==> config.mk <==
export PLATFORM = sky130hd
export DESIGN_NAME = drain_collector4x4
export DESIGN_NICKNAME = d
export VERILOG_FILES = /design/src/rtl/drain_collector4x4.sv
export SDC_FILE = /design/constraint.sdc
export NUM_CORES = 1
export LEC_CHECK = 0
export ABC_AREA = 1
export CAP_MARGIN = 20
export CORE_UTILIZATION = 47
export CTS_CLUSTER_SIZE = 14
export DETAILED_ROUTE_END_ITERATION = 12
export PLACE_DENSITY_LB_ADDON = 0.1
export SYNTH_ARGS = -nofsm -noshare
export SYNTH_HDL_FRONTEND = slang
export SYNTH_SLANG_ARGS = --single-unit
==> constraint.sdc <==
create_clock -name clk -period 5.7 [get_ports clk]
set_clock_uncertainty 0.15 [all_clocks]
set_input_delay 0.855 -clock clk [delete_from_list [all_inputs] [get_ports clk]]
set_output_delay 0.855 -clock clk [all_outputs]
set_load 0.01 [all_outputs]
==> src/rtl/drain_collector4x4.sv <==
// drain_collector4x4: de-snakes 4x4 SE drain tokens into a ping-pong buffer and replays them row-major on a tagged valid/ready stream
module drain_collector4x4 #(
  parameter int ACCW = 40,
  parameter int SKIP = 1
) (
  input  logic            clk,
  input  logic            rst,
  input  logic            out_phase,
  input  logic            se_valid,
  input  logic [ACCW-1:0] se_c,
  output logic            m_valid,
  input  logic            m_ready,
  output logic [ACCW-1:0] m_data,
  output logic [1:0]      m_row,
  output logic [1:0]      m_col,
  output logic            m_last,
  output logic            overflow,
  output logic            err_short,
  input  logic            clr_err
);
  typedef enum logic [1:0] {IDLE, SKIP_S, CAP, WAIT_LOW} state_t;
  localparam int SW = SKIP > 1 ? $clog2(SKIP + 1) : 1;
  state_t st, st_n;
  logic [SW-1:0] sk, sk_n;
  logic [3:0] k, k_n, idx, addr;
  logic wr_bank, rd_bank, act, free, wr_full, wr_en, ovf_set, short_set, done;
  logic [1:0] full, full_n;
  logic [ACCW-1:0] mem [2][16];
  assign act = se_valid & out_phase;
  assign free = m_valid & m_ready & (idx == 4'd15);
  assign wr_full = full[wr_bank] & ~(free & (rd_bank == wr_bank));
  assign addr = {~k[3:2], k[2] ? k[1:0] : ~k[1:0]};
  assign m_valid = full[rd_bank];
  assign m_data = m_valid ? mem[rd_bank][idx] : '0;
  assign m_row = idx[3:2];
  assign m_col = idx[1:0];
  assign m_last = m_valid & (idx == 4'd15);
  always_comb begin
    st_n = st;
    k_n = k;
    sk_n = sk;
    wr_en = 1'b0;
    ovf_set = 1'b0;
    short_set = 1'b0;
    done = 1'b0;
    case (st)
      IDLE: if (act) begin
        if (wr_full) begin
          ovf_set = 1'b1;
          st_n = WAIT_LOW;
        end else begin
          sk_n = SW'(1);
          k_n = 4'd0;
          st_n = (SKIP == 1) ? CAP : SKIP_S;
        end
      end
      SKIP_S: if (!act) begin
        short_set = 1'b1;
        st_n = IDLE;
      end else begin
        sk_n = sk + SW'(1);
        st_n = (sk_n == SW'(SKIP)) ? CAP : SKIP_S;
      end
      CAP: if (act) begin
        wr_en = 1'b1;
        k_n = k + 4'd1;
        done = (k == 4'd15);
        st_n = done ? WAIT_LOW : CAP;
      end else begin
        short_set = 1'b1;
        st_n = IDLE;
      end
      default: st_n = act ? WAIT_LOW : IDLE;
    endcase
    full_n = full;
    if (free) full_n[rd_bank] = 1'b0;
    if (done) full_n[wr_bank] = 1'b1;
  end
  always_ff @(posedge clk or posedge rst)
    if (rst) begin
      st <= IDLE;
      k <= '0;
      sk <= '0;
      idx <= '0;
      wr_bank <= 1'b0;
      rd_bank <= 1'b0;
      full <= '0;
      overflow <= 1'b0;
      err_short <= 1'b0;
    end else begin
      st <= st_n;
      k <= k_n;
      sk <= sk_n;
      full <= full_n;
      if (done) wr_bank <= ~wr_bank;
      if (m_valid & m_ready) idx <= idx + 4'd1;
      if (free) rd_bank <= ~rd_bank;
      overflow <= ovf_set | (overflow & ~clr_err);
      err_short <= short_set | (err_short & ~clr_err);
    end
  always_ff @(posedge clk)
    if (wr_en) mem[wr_bank][addr] <= se_c;
endmodule
== Word-level counts from Yosys, hierarchy flattened ==
Memory sizes are Yosys's and may differ from the RTL's.
Cells that the tools add are included.
Word-level totals
  output and inout port bits: 48
  RAM bits: 1280
  logic and storage cells: 103
  input port bits: 46
  register bits after elaboration: 17
  memories kept: 1
Memories
  mem: words 2, bits a word 640, rd ports 1, clocked after memory_dff 0, wr ports 1, line 28  | logic [ACCW-1:0] mem [2][16];
Cells by class
  equal/unequal tests: 9
  bitwise gates (word level): 21
  reductions and logical operators: 9
  order comparisons: 7
  muxes and demuxes: 44
  add/subtract/negate cells: 3
Operators by type and width (number)
  $mux 640: 1
  $bmux 40 s4: 1
  $demux 40 s4: 1
  $mux 40: 4
  $mux 1: 21
  $mux 2: 8
  $mux 4: 3
  $ge 5x5->1 const B: 2
  $not 4->5: 2
  $add 4x1->4 const B: 2
  $and 1x1->1: 8
  $eq 4x4->1 const B: 2
  $ne 2x2->1 const B: 4
  $pmux 4 s2: 1
  $reduce_and 4->1: 2
  $not 2->2: 3
  $pmux 2 s3: 1
  $lt 5x1->1 const B: 1
  $lt 1x2->1 const B: 2
  $not 1->1: 4
  $reduce_bool 2->1: 2
  $logic_and 1x1->1: 3
  $and 2x2->2: 1
  $demux 1 s1: 2
  10 further kinds: 12

== Longest topological paths before layout ==
  word-level depth: 11
  gate-level depth with buffers: 13
  depth with buffers taken out: 9

== Worst setup path before layout ==
Ideal clock, no wire load.
  path kind: input to register
  start point: in se_valid
  end point: mem mem[0][160] (netlist name) (enable)
  buffers on the path: 0
  library setup time: 0.487 ns
  data arrival time: 4.284 ns
  slack: 0.779 ns
  required time: 5.063 ns
  cell stages on the path: 6
  cells stage by stage: nand2_1 > inv_1 > nand2_1 > inv_1 > nand3_1 > nor3_1
On the way
  longest elaborated chain between the ends: 5
RTL lines
  from (decl): line 9  | input logic se_valid,
  $and 1x1->1: line 29  | assign act = se_valid & out_phase;
  $mux 1: line 64  | CAP: if (act) begin
  $mux 1: line 46  | case (st)
  $mux 1: line 102  | if (wr_en) mem[wr_bank][addr] <= se_c;
  $mux 640 (not written as such): line 102
  to (decl): line 28
Every way passes these cells.

== Worst setup path in the final report ==
  start point: reg rd_bank
  end point: out m_data[20]
On the way
  longest elaborated chain between the ends: 5
  elaborated cells between the ends (all ways): 7
  classes of those cells: 6 x mux; 1 x memory
RTL lines
  from (decl): line 26  | logic wr_bank, rd_bank, act, free, wr_full, wr_en, ovf_set, short_set, done;
  from (signal assigned): line 97  | if (free) rd_bank <= ~rd_bank;
  $mem_v2 2x640
  $bmux 40 s4: line 34  | assign m_data = m_valid ? mem[rd_bank][idx] : '0;
  $mux 40 (not written as such) (2 in series): line 34
  $mux 40 *: line 34
  to (decl): line 13  | output logic [ACCW-1:0] m_data,
Every way passes the cells marked *; elsewhere a longest branch is shown, timed or not. The select of a mux whose other input is x is not followed.

==> impl_metrics.json <==
{
  "status": "completed",
  "finalWorstSetupSlack_ns": 0.414,
  "drtAntennaViolNets": 0,
  "place_congestion": 0.762,
  "startpoint_type": "flip-flop",
  "max_freq_mhz": 189,
  "layout.cells.non_filler": 6168,
  "met3_usage_pct": 4.36,
  "viasPerCell": 5.59,
  "hold_path.class": "flip-flop to flip-flop",
  "fp.dieW_um": 338,
  "yosysWarnings": 0,
  "drive_gt1_share_pct": 7.33,
  "crit_type": "flip-flop to primary output",
  "crit_fanout": 62,
  "syn_to_final_growth_pct": 12.8,
  "grt_busiest_layer": "met2",
  "drc": 0,
  "cts_tree": "yes",
  "clkSlewWorstSetupHoldPaths_ns": 0.05,
  "rows": 122,
  "min_period_ns": 5.29,
  "required_ns": 4.70,
  "layout.nets": 4626,
  "period_share_pct": 92.7,
  "maxCapViolations": 0,
  "rsz0062_at_grt": "no",
  "fp.coreArea_um2": 111000,
  "setup_viol": 0,
  "synth_mux_area_share_pct": 0,
  "p_per_area_nw_per_um2": 435,
  "cts_buffer_depth": 3,
  "hold_buffers": 0,
  "critPathCaptureType": "primary output",
  "register_area_um2": 38900,
  "clock-sinks": 1297,
  "syn_area_um2": 53000,
  "dp_cells": 5905,
  "drt-pass1-iter-count": 6,
  "utilization_pct": 53.7,
  "wl_um": 148000,
  "clock_latency_ns": 0.76,
  "design_area_um2": 59800,
  "final_cell_mix": "nand2_1, edfxtp_1, nand3_1",
  "power_leakage_nw": 21.2,
  "dr.first_iter.drc_count": 3610,
  "synthAdderAreaFrac_pct": 0.165,
  "io_pins": 94,
  "grt_pass1_wl_um": 217000,
  "drv_slew": 0,
  "syn_nets": 4566,
  "hold_violations": 0,
  "floorplan.initialDensity_pct": 47.6,
  "finalSetupTns_ns": 0,
  "multi_input_area_um2": 12500,
  "pre_cts_ws_ns": 1.21,
  "post-layout-total-power_mw": 26.0,
  "antenna_cells": 0,
  "synth_top_family_by_area": "simple AND/OR/NAND/NOR gates",
  "cts-resized-gates": 0,
  "synth-compound-area-share_pct": 1.22,
  "htreeDepth": 4,
  "mostFrequentLayoutCell": "nand2_1",
  "holdWs_ns": 0.361,
  "cts-root-buf": "clkbuf_16",
  "vias": 34500,
  "use_met2_pct": 41.4,
  "port_buffers": 93,
  "cts_setup_buffers": 0,
  "max-vdd-ir-drop_mv": 0.450,
  "dp_hpwl_um": 69200,
  "post_synth_and_or_nand_nor_area_fraction_pct": 21.7,
  "synth.avg_cell_area_um2": 11.7,
  "slew_headroom_pct": 26.7,
  "synth_seq_cells": 1297,
  "synth_cell_types": 31,
  "syn_inst": 4513,
  "die_h_um": 338,
  "gr-total-overflow": 0,
  "worst_pin_slew_ns": 1.10,
  "crit_arrival_ns": 4.28,
  "die_area_um2": 114000,
  "wl_per_cell_um": 24.0,
  "grt_max_degree": 197,
  "synth-xor-area-share_pct": 0.116,
  "cts_buffers": 142,
  "antenna_found_initial": 4,
  "grtUsageMet1_pct": 37.4,
  "postPlaceCellArea_um2": 55200,
  "fillCellCount": 9394,
  "grt_pass1_vias": 32800,
  "grt_usage_pct": 26.2,
  "seq_area_frac_synth_pct": 73.3
}
## layout make-up
type | instances | area share [%]
sequential | 1297 | 65.0
multi-input combinational | 2905 | 20.9
clock buffer | 180 | 6.27
timing repair buffer | 200 | 3.55
tap | 1488 | 3.11
clock inverter | 71 | 0.946
inverter | 27 | 0.226
## per-layer routing
layer	vias to the layer above	share of wire (%)	wire length [um]
met5	-	0.0081	12
met4	2	2.3	3400
met3	210	7.4	11000
met2	1252	46	68500
met1	17200	44	65300
li1	15900	-	-
## cell families (layout without fill, tap and decap cells)
| family | count (synthesis) | count (layout) |
|---|---|---|
| buffers and inverters | 311 | 478 |
| xor gates and xnor gates | 7 | 7 |
| adders and majority gates | 7 | 7 |
| DFF | 1297 | 1297 |
| and+or+nand+nor | 2764 | 2764 |
| AOI/OAI and AO/OA | 127 | 127 |
## synthesized netlist by cell type, drive strengths merged
| library cell | count | share of area (%) |
|---|---|---|
| dfrtp | 17 | 0.80 |
| edfxtp | 1280 | 72 |
| nand2 | 1596 | 11 |
| inv | 25 | 0.18 |
| or2 | 1 | 0.012 |
| buf | 232 | 2.9 |
| nor3 | 34 | 0.32 |
| nor2 | 261 | 1.9 |
| clkbuf | 52 | 0.37 |
| nand3 | 871 | 8.2 |
| a21oi | 6 | 0.057 |
| o21ai | 117 | 1.1 |
| xor2 | 6 | 0.099 |
| ha | 7 | 0.17 |
| nand4 | 1 | 0.012 |
| xnor2 | 1 | 0.017 |
| clkinv | 2 | 0.014 |
| o22ai | 1 | 0.012 |
| o211ai | 2 | 0.028 |
| a211oi | 1 | 0.014 |
## worst max-delay path, cell delays in order, from the launching register on
cell	delay [ns]
dfrtp_4	0.77
buf_4	0.48
buf_4	0.63
nand2_1	0.11
nand3_1	0.12
nand3_1	0.08
nand2_1	0.10
nand2_1	0.06
nand3_1	0.14
nand2_1	0.06
nor2_1	0.32
clkdlybuf4s50_1	0.62
## report_power, final
group / total (mW) / switching [mW] / internal, mW
clock network: 8.62 / 3.69 / 4.93
logic: 6.56 / 4.65 / 1.91
registers: 10.8 / 0.130 / 10.7
## registers in the layout, indices dropped and copies added, names as in the netlist
signal     flops
mem         1280
idx            4
k              4
full           2
st             2
err_short      1
overflow       1
rd_bank        1
sk             1
wr_bank        1
## path summary, 6_finish.rpt
| kind | slack [ns] | endpoint | depth (start not counted) | from |
|---|---|---|---|---|
| worst max-delay path | 0.41 | m_data[20] | 11 | rd_bank$_DFFE_PP0N_ |
| worst min-delay path | 0.36 | full[1]$_DFF_PP0_ | 2 | full[1]$_DFF_PP0_ |
| min in group asynchronous | 0.47 | overflow$_DFF_PP0_ | 2 | rst |
| max in group asynchronous | 4.21 | idx[2]$_DFFE_PP0P_ | 2 | rst |
| worst min register to register | 0.36 | full[1]$_DFF_PP0_ | 2 | full[1]$_DFF_PP0_ |
| worst max register to register | 1.93 | mem[1][308]$_DFFE_PP_ | 3 | wr_bank$_DFFE_PP0P_ |
No activity file was read; power rests on OpenSTA's default activity.
